$ cat config.mk
export PLATFORM = sky130hd
export DESIGN_NAME = gpio_in_irq
export DESIGN_NICKNAME = d
export VERILOG_FILES = /design/src/rtl/gpio_in_irq_pkg.sv /design/src/rtl/gpio_dbnc.sv /design/src/rtl/gpio_in_irq.sv
export SDC_FILE = /design/constraint.sdc
export NUM_CORES = 1
export LEC_CHECK = 0
export ABC_AREA = 1
export BUFFER_PORTS_ARGS = -buffer_cell sky130_fd_sc_hd__buf_2
export CORE_MARGIN = 5
export CORE_UTILIZATION = 60
export DETAILED_ROUTE_END_ITERATION = 10
export GPL_TIMING_DRIVEN = 0
export PLACE_DENSITY = 0.91
export SYNTH_ARGS = -nofsm -noshare
export SYNTH_HDL_FRONTEND = slang
export SYNTH_SLANG_ARGS = --single-unit
$ cat constraint.sdc
create_clock -name clk -period 1.9 [get_ports clk]
set_input_delay 0 -clock clk [delete_from_list [all_inputs] [get_ports clk]]
set_output_delay 0 -clock clk [all_outputs]
set_load 0.1 [all_outputs]
$ cat src/rtl/gpio_in_irq_pkg.sv
// Register offsets and shared helpers for the GPIO input / interrupt block.
// Offsets match the pad mux and software headers.
package gpio_in_irq_pkg;

    localparam logic [7:0] GPIO_DIN   = 8'h00;
    localparam logic [7:0] GPIO_IEN   = 8'h04;
    localparam logic [7:0] GPIO_ITYPE = 8'h08;
    localparam logic [7:0] GPIO_IPOL  = 8'h0C;
    localparam logic [7:0] GPIO_IPEND = 8'h10;
    localparam logic [7:0] GPIO_DBC   = 8'h14;

    localparam int GPIO_DB_CNT_W = 16;

    function automatic logic [31:0] byte_mask(input logic [3:0] sel);
        byte_mask = {{8{sel[3]}}, {8{sel[2]}}, {8{sel[1]}}, {8{sel[0]}}};
    endfunction

endpackage

$ cat src/rtl/gpio_dbnc.sv
// Shared debounce prescaler plus per-pin 3-sample agreement filter; output is registered.
// No backpressure: free-running, the prescaler restarts whenever the period is rewritten.
module gpio_dbnc #(
    parameter int NPIN     = 32,
    parameter int DB_CNT_W = 16
) (
    input  logic                clk,
    input  logic                rst_n,
    input  logic [DB_CNT_W-1:0] i_cfg,
    input  logic                i_restart,
    input  logic [NPIN-1:0]     i_s,
    output logic [NPIN-1:0]     o_f
);

    logic [DB_CNT_W-1:0] r_cnt;
    logic [NPIN-1:0]     r_h0;
    logic [NPIN-1:0]     r_h1;
    logic [NPIN-1:0]     r_f;
    logic                w_tick;
    logic [NPIN-1:0]     w_all1;
    logic [NPIN-1:0]     w_all0;

    assign w_tick = (r_cnt == i_cfg) && !i_restart;

    // The incoming sample is the newest of the three, so a change settles in 3 ticks.
    assign w_all1 = i_s & r_h0 & r_h1;
    assign w_all0 = ~(i_s | r_h0 | r_h1);

    always_ff @(posedge clk) begin
        if (!rst_n) begin
            r_cnt <= '0;
            r_h0  <= '0;
            r_h1  <= '0;
            r_f   <= '0;
        end else begin
            if (i_restart || w_tick) begin
                r_cnt <= '0;
            end else begin
                r_cnt <= r_cnt + DB_CNT_W'(1);
            end
            if (w_tick) begin
                r_h1 <= r_h0;
                r_h0 <= i_s;
                r_f  <= (r_f | w_all1) & ~w_all0;
            end
        end
    end

    assign o_f = r_f;

endmodule

$ cat src/rtl/gpio_in_irq.sv
// GPIO input sync, optional debounce (GPIO_DEBOUNCE_EN), per-pin edge/level irq; reads 1 cycle, irq 1 cycle after IPEND.
// No backpressure: single-cycle register writes and reads, level interrupt output.
module gpio_in_irq
    import gpio_in_irq_pkg::*;
#(
    parameter int NPIN        = 32,
    parameter int SYNC_STAGES = 2,
    parameter int DB_CNT_W    = GPIO_DB_CNT_W
) (
    input  logic        clk,
    input  logic        rst_n,
    input  logic [7:0]  waddr_i,
    input  logic [31:0] data_i,
    input  logic [3:0]  sel_i,
    input  logic        we_i,
    input  logic [7:0]  raddr_i,
    input  logic        rd_i,
    output logic [31:0] data_o,
    input  logic [31:0] gpio_in,
    output logic        irq_o
);

    localparam int VCW = $clog2(SYNC_STAGES + 2);

    logic [NPIN-1:0]     r_sync [SYNC_STAGES];
    logic [NPIN-1:0]     r_p;
    logic [NPIN-1:0]     r_ien;
    logic [NPIN-1:0]     r_itype;
    logic [NPIN-1:0]     r_ipol;
    logic [NPIN-1:0]     r_ipend;
    logic [VCW-1:0]      r_vcnt;
    logic                r_valid;

    logic [NPIN-1:0]     w_s;
    logic [NPIN-1:0]     w_f;
    logic [31:0]         w_bmask;
    logic [NPIN-1:0]     w_wm;
    logic [NPIN-1:0]     w_wd;
    logic [NPIN-1:0]     w_edge;
    logic [NPIN-1:0]     w_level;
    logic [NPIN-1:0]     w_cond;
    logic [NPIN-1:0]     w_clr;
    logic [DB_CNT_W-1:0] w_dbcfg;
    logic [31:0]         w_rdata;

    always_ff @(posedge clk) begin
        if (!rst_n) begin
            for (int k = 0; k < SYNC_STAGES; k++) begin
                r_sync[k] <= '0;
            end
        end else begin
            r_sync[0] <= gpio_in[NPIN-1:0];
            for (int k = 1; k < SYNC_STAGES; k++) begin
                r_sync[k] <= r_sync[k-1];
            end
        end
    end

    assign w_s     = r_sync[SYNC_STAGES-1];
    assign w_bmask = byte_mask(sel_i);
    assign w_wm    = w_bmask[NPIN-1:0];
    assign w_wd    = data_i[NPIN-1:0];

`ifdef GPIO_DEBOUNCE_EN
    logic [DB_CNT_W-1:0] r_dbcfg;
    logic                w_we_dbc;

    assign w_we_dbc = we_i && (waddr_i == GPIO_DBC);

    always_ff @(posedge clk) begin
        if (!rst_n) begin
            r_dbcfg <= '0;
        end else if (w_we_dbc) begin
            r_dbcfg <= (r_dbcfg & ~w_bmask[DB_CNT_W-1:0])
                     | (data_i[DB_CNT_W-1:0] & w_bmask[DB_CNT_W-1:0]);
        end
    end

    assign w_dbcfg = r_dbcfg;

    gpio_dbnc #(
        .NPIN     (NPIN),
        .DB_CNT_W (DB_CNT_W)
    ) u_dbnc (
        .clk       (clk),
        .rst_n     (rst_n),
        .i_cfg     (r_dbcfg),
        .i_restart (w_we_dbc),
        .i_s       (w_s),
        .o_f       (w_f)
    );
`else
    assign w_dbcfg = '0;
    assign w_f     = w_s;
`endif

    // Valid rises once the synchronizer has flushed its reset zeros, masking false edges.
    always_ff @(posedge clk) begin
        if (!rst_n) begin
            r_vcnt  <= '0;
            r_valid <= 1'b0;
            r_p     <= '0;
        end else begin
            r_p <= w_f;
            if (!r_valid) begin
                r_vcnt  <= r_vcnt + VCW'(1);
                r_valid <= (r_vcnt == VCW'(SYNC_STAGES));
            end
        end
    end

    assign w_edge  = r_valid ? ((r_ipol & w_f & ~r_p) | (~r_ipol & ~w_f & r_p)) : '0;
    assign w_level = (r_ipol & w_f) | (~r_ipol & ~w_f);
    assign w_cond  = (r_itype & w_edge) | (~r_itype & w_level);
    assign w_clr   = (we_i && (waddr_i == GPIO_IPEND)) ? (w_wd & w_wm) : '0;

    always_ff @(posedge clk) begin
        if (!rst_n) begin
            r_ien   <= '0;
            r_itype <= '0;
            r_ipol  <= '0;
            r_ipend <= '0;
            irq_o   <= 1'b0;
        end else begin
            if (we_i && (waddr_i == GPIO_IEN)) begin
                r_ien <= (r_ien & ~w_wm) | (w_wd & w_wm);
            end
            if (we_i && (waddr_i == GPIO_ITYPE)) begin
                r_itype <= (r_itype & ~w_wm) | (w_wd & w_wm);
            end
            if (we_i && (waddr_i == GPIO_IPOL)) begin
                r_ipol <= (r_ipol & ~w_wm) | (w_wd & w_wm);
            end
            // A new set in the same cycle as a clear keeps the bit pending.
            r_ipend <= (r_ipend & ~w_clr) | (w_cond & r_ien);
            irq_o   <= |(r_ipend & r_ien);
        end
    end

    always_comb begin
        w_rdata = '0;
        case (raddr_i)
            GPIO_DIN:   w_rdata = 32'(w_f);
            GPIO_IEN:   w_rdata = 32'(r_ien);
            GPIO_ITYPE: w_rdata = 32'(r_itype);
            GPIO_IPOL:  w_rdata = 32'(r_ipol);
            GPIO_IPEND: w_rdata = 32'(r_ipend);
            GPIO_DBC:   w_rdata = 32'(w_dbcfg);
            default:    w_rdata = '0;
        endcase
    end

    always_ff @(posedge clk) begin
        if (!rst_n) begin
            data_o <= '0;
        end else if (rd_i) begin
            data_o <= w_rdata;
        end
    end

endmodule
**Word-level counts from Yosys, hierarchy flattened**

Memory sizes are Yosys's and may differ from the RTL's.
Cells that the tools add are included.

- Register bits after elaboration: 196
- Bits in writable memories: 64
- Output and inout port bits: 33
- Word-level logic and storage cells: 62
- Memories kept: 1

Memory list:

| memory | depth | width | read ports | clocked after Yosys merged registers in | wr ports | line | source |
|---|---|---|---|---|---|---|---|
| r_sync | 2 | 32 | 2 | 0 | 2 | gpio_in_irq.sv:25 | `logic [NPIN-1:0] r_sync [SYNC_STAGES];` |

- Add/subtract/negate cells: 1
- Eq/ne operators: 9
- Mux-type cells: 8
- Bitwise gates (word level): 28
- Reductions and logical operators: 6

Operators by type and width:

| cell | number |
|---|---|
| 32-bit bitwise AND | 13 |
| 32-bit bitwise OR | 7 |
| 32-bit NOT | 6 |
| 32-bit case mux with 5 select lines | 1 |
| 32-bit two-way mux | 4 |
| 8-bit by 4-bit == test with 1-bit output, second input constant | 4 |
| 32-bit OR reduction | 1 |
| 8-bit by 3-bit == test with 1-bit output, second input constant | 2 |
| 8-bit by 5-bit == test with 1-bit output, second input constant | 2 |
| 8-bit zero test | 1 |
| 1-bit logical AND | 4 |
| 1-bit two-way mux | 3 |
| 2-bit by 1-bit adder with 2-bit output, second input constant | 1 |
| 2-bit == test, second input constant | 1 |
| 1-bit bitwise OR | 2 |

**Depth between registers and ports, before layout**

An unclocked memory read counts as a cell.

- Depth in word-level cells: 10
- Gate-level depth with buffers: 9
- Depth with buffers taken out: 7

**Worst setup path before layout**

OpenSTA, ideal clock, no wires.

- Path type: reg2reg
- From: register, netlist name data_o[31]
- To: register data_o[31]
- Library setup time: 0.071 ns
- Data arrival time: 1.245 ns
- Required time: 1.829 ns
- Setup slack: 0.584 ns
- Cell stages (with the launch flop): 3
- Buffers on the path: 0
- Path through: dfxtp_1 > o21ai_0 > a21oi_1

RTL lines:

| item | line | source |
|---|---|---|
| to (signal assigned) | gpio_in_irq.sv:157 | `data_o <= w_rdata;` |
| to (decl) | gpio_in_irq.sv:18 | `output logic [31:0] data_o,` |

==> metrics <==
status=complete, no violations; Net Sw Frac=25.5%; number of antenna violations at the first check in global routing=1; post-synthesis cell count=1826; type of destination of the critical path=flop; number of buffers on the longest clock path=3; most frequent cells after synthesis=sky130_fd_sc_hd__nand2_1, sky130_fd_sc_hd__inv_1, sky130_fd_sc_hd__dfxtp_1, sky130_fd_sc_hd__nor2_1, sky130_fd_sc_hd__a21oi_1; number of DRC violations after detailed routing=0; count of flip-flops with a built-in enable after synthesis=0; starting utilization of the core area=61.3%; Syn. warnings=0; Worst Tran Pin Value=0.796 ns; Gate power share=10.0%; proportion of register bits with asynchronous set or reset after synthesis=0%; via count of the first global-routing pass=13300; worst slack, placed=0.164 ns; Clock Latency Late Sink=0.55 ns; Final HPWL DP=26800 um; cell taking the most area after synthesis=sky130_fd_sc_hd__dfxtp_1; maximum number of pins on one net before global-route repair=14; max-cap violations=0; Post-Synthesis Cell Area=12500 um2; Psw=3130 uW; count of buffers from port buffering=116; number of hold violations in the final report=0; grt ovf=0; arrival time of the worst setup path=2.23 ns; clock tree from TritonCTS=built; min setup slack post-route=0.106 ns; placed instance area=13400 um2; maximum vdd ir drop=0.643 mV; number of endpoints failing setup at the final stage=0; ratio of routed vias to standard cells=5.77; fillers=1518; WS Path Type=in2reg; global-route wire length before repair=65400 um; Tcrit/Tclk final=94.4%; width of the die=155 um; Hold Path Class=in2reg; count of unique library cells instantiated by Yosys=22; flip-flop and latch count after synthesis=260; endpoint required time on the critical path=2.34 ns; uppermost routed layer=met5; design area=15100 um2; part of the Yosys area used for sequential elements=41.5%; total vias in the final route=13500; number of pins exceeding their max-slew limit in the final report=0; Total Routed Length=41400 um; number of design-rule violations left by the first detailed-router iteration=1913; total power per unit cell area=811 nW/um2; Antenna Violating Nets Remaining=0; Fin Setup TNS=0 ns; Syn-to-layout area delta=20.5%; unrepaired setup endpoints after global routing=false; H-tree depth reported by CTS=1; clock slew seen by the registers of the worst setup and hold paths=0.06 ns; Final Net Count=2199; reported leakage power=0.00714 uW; placeable core region=20400 um2; Internal Power=9120 uW; normalized max-slew margin=46.9%; total length of routed met3 wires=5200 um; Met2 Wirelength=18900 um; Post-CTS Setup Inserts=0; Min Clock Period, post-route=1.79 ns; fmax=0.558 GHz; fraction of layout cells with a size suffix above 1=10.9%; Global Route Usage Sum=33.7%; most common cell in the synthesized netlist=sky130_fd_sc_hd__nand2_1; Max FO, Critical Path=10; DIE HEIGHT=155 um; leading cell types by total area after synthesis=sky130_fd_sc_hd__dfxtp_1, sky130_fd_sc_hd__nand2_1, sky130_fd_sc_hd__inv_1; clk root buf=sky130_fd_sc_hd__clkbuf_16; io pins=121; Inserted Clock Buffers=27; area of the die=23900 um2; number of rows in the core area=52; dominant register cell in the synthesized netlist=sky130_fd_sc_hd__dfxtp_1; DRT Pass-1 Iters=8; portion of total power attributed to sequential cells=46.3%; Sinks on Clock Net=260; routed length per instance=17.7 um; top-area cell type share of the netlist area=41.5%; total design power=12200 uW; final RePlAce weighted congestion=0.950; startpoint type of the worst setup path=input port; mean instance size in the synthesized netlist=6.86 um2; relative contribution of the clock network to total power=43.7%; worst setup skew after layout=0.0246 ns; n_diodes=0; post-synthesis net count=1979; M1 wire length=14600 um
==> placed cells by master, fill, tap and decap left out <==
cell type / count
sky130_fd_sc_hd__nor2_1: 183
sky130_fd_sc_hd__nor3_4: 1
sky130_fd_sc_hd__nand3_4: 1
sky130_fd_sc_hd__nor2_2: 2
sky130_fd_sc_hd__nand3b_1: 32
sky130_fd_sc_hd__clkinv_2: 4
sky130_fd_sc_hd__buf_1: 1
sky130_fd_sc_hd__nor2_4: 1
sky130_fd_sc_hd__o21ai_0: 135
sky130_fd_sc_hd__nand2_2: 4
sky130_fd_sc_hd__inv_2: 8
sky130_fd_sc_hd__nor3_1: 1
sky130_fd_sc_hd__ha_1: 65
sky130_fd_sc_hd__nand2_1: 408
sky130_fd_sc_hd__nand3_1: 103
sky130_fd_sc_hd__o21ai_1: 26
sky130_fd_sc_hd__inv_1: 305
sky130_fd_sc_hd__bufinv_16: 2
sky130_fd_sc_hd__dlygate4sd3_1: 75
sky130_fd_sc_hd__clkbuf_2: 2
sky130_fd_sc_hd__clkbuf_16: 27
sky130_fd_sc_hd__a21oi_1: 164
sky130_fd_sc_hd__inv_6: 1
sky130_fd_sc_hd__clkbuf_8: 8
sky130_fd_sc_hd__nand4_1: 35
sky130_fd_sc_hd__clkbuf_1: 45
sky130_fd_sc_hd__nand3_2: 4
sky130_fd_sc_hd__buf_4: 4
sky130_fd_sc_hd__buf_2: 157
sky130_fd_sc_hd__dfxtp_1: 260
==> worst paths after layout <==
check        slack, ns          from  cells after the start       endpoint
min reg2reg       0.41  r_sync[0][5]                      2  r_sync[0][37]
max               0.11    waddr_i[3]                      8           flop
max reg2reg       0.22       r_valid                      6    r_ipend[15]
min               0.03      sel_i[0]                      5           flop
==> logic make-up (layout without fill, tap and decap cells) <==
family,after synthesis,after routing,share of synthesized area [%]
AO/OA/AOI/OAI,325,325,13.0
adder cells (fa/ha/maj),65,65,6.49
buffers and inverters,401,639,12.5
flip-flops,260,260,41.5
AND/OR/NAND/NOR,775,775,26.4
==> repair_timing <==
action	in CTS	in global routing
endpoints found under the setup margin	0	13
hold buffers	75	0
hold endpoints to repair	163	0
resized for setup	0	5
==> layer usage <==
layer | vias up | GRT usage [%]
met5 | - | 0
met1 | 6023 | 40.5
met3 | 262 | 7.68
met4 | 2 | 20.4
li1 | 6150 | -
met2 | 1027 | 55.1
==> stage by stage <==
step | instances | hold slack [ns] | util [%]
2_1_floorplan | 1826 | 0.0976 | -
3_3_place_gp | 2212 | 0.180 | 65.8
3_5_place_dp | 2212 | 0.184 | 65.8
4_1_cts | 2334 | 0.00857 | 73.9
5_1_grt | 2334 | 0.0630 | 73.9
6_report | 2334 | 0.0260 | 73.9
==> worst max-delay path, cell delays in order <==
cell,delay [ns]
sky130_fd_sc_hd__dlygate4sd3_1,0.53
sky130_fd_sc_hd__buf_2,0.15
sky130_fd_sc_hd__nor2_4,0.26
sky130_fd_sc_hd__nand3_2,0.23
sky130_fd_sc_hd__buf_2,0.26
sky130_fd_sc_hd__o21ai_0,0.19
sky130_fd_sc_hd__nor2_1,0.07
sky130_fd_sc_hd__dlygate4sd3_1,0.55
==> power by group through the flow <==
stage               Combinational [uW]  Sequential [uW]  Clock, uW
detailed placement                1050             5780          0
CTS                               1180             5660       5360
floorplan                          432             6000          0
global route                      1310             5670       5580
finish                            1230             5670       5350
global placement                  1020             5780          0
==> area by class of cell <==
class | count | area (um2) | share of cell area, %
multi-input combinational | 1165 | 5760 | 38.1
sequential | 260 | 5200 | 34.5
timing repair buffer | 191 | 1330 | 8.82
inverter | 313 | 1170 | 7.78
clock buffer | 40 | 805 | 5.33
buffer | 88 | 399 | 2.64
tap | 270 | 338 | 2.24
clock inverter | 7 | 88.8 | 0.588
Note: power is estimated with default switching activity, not from simulation.
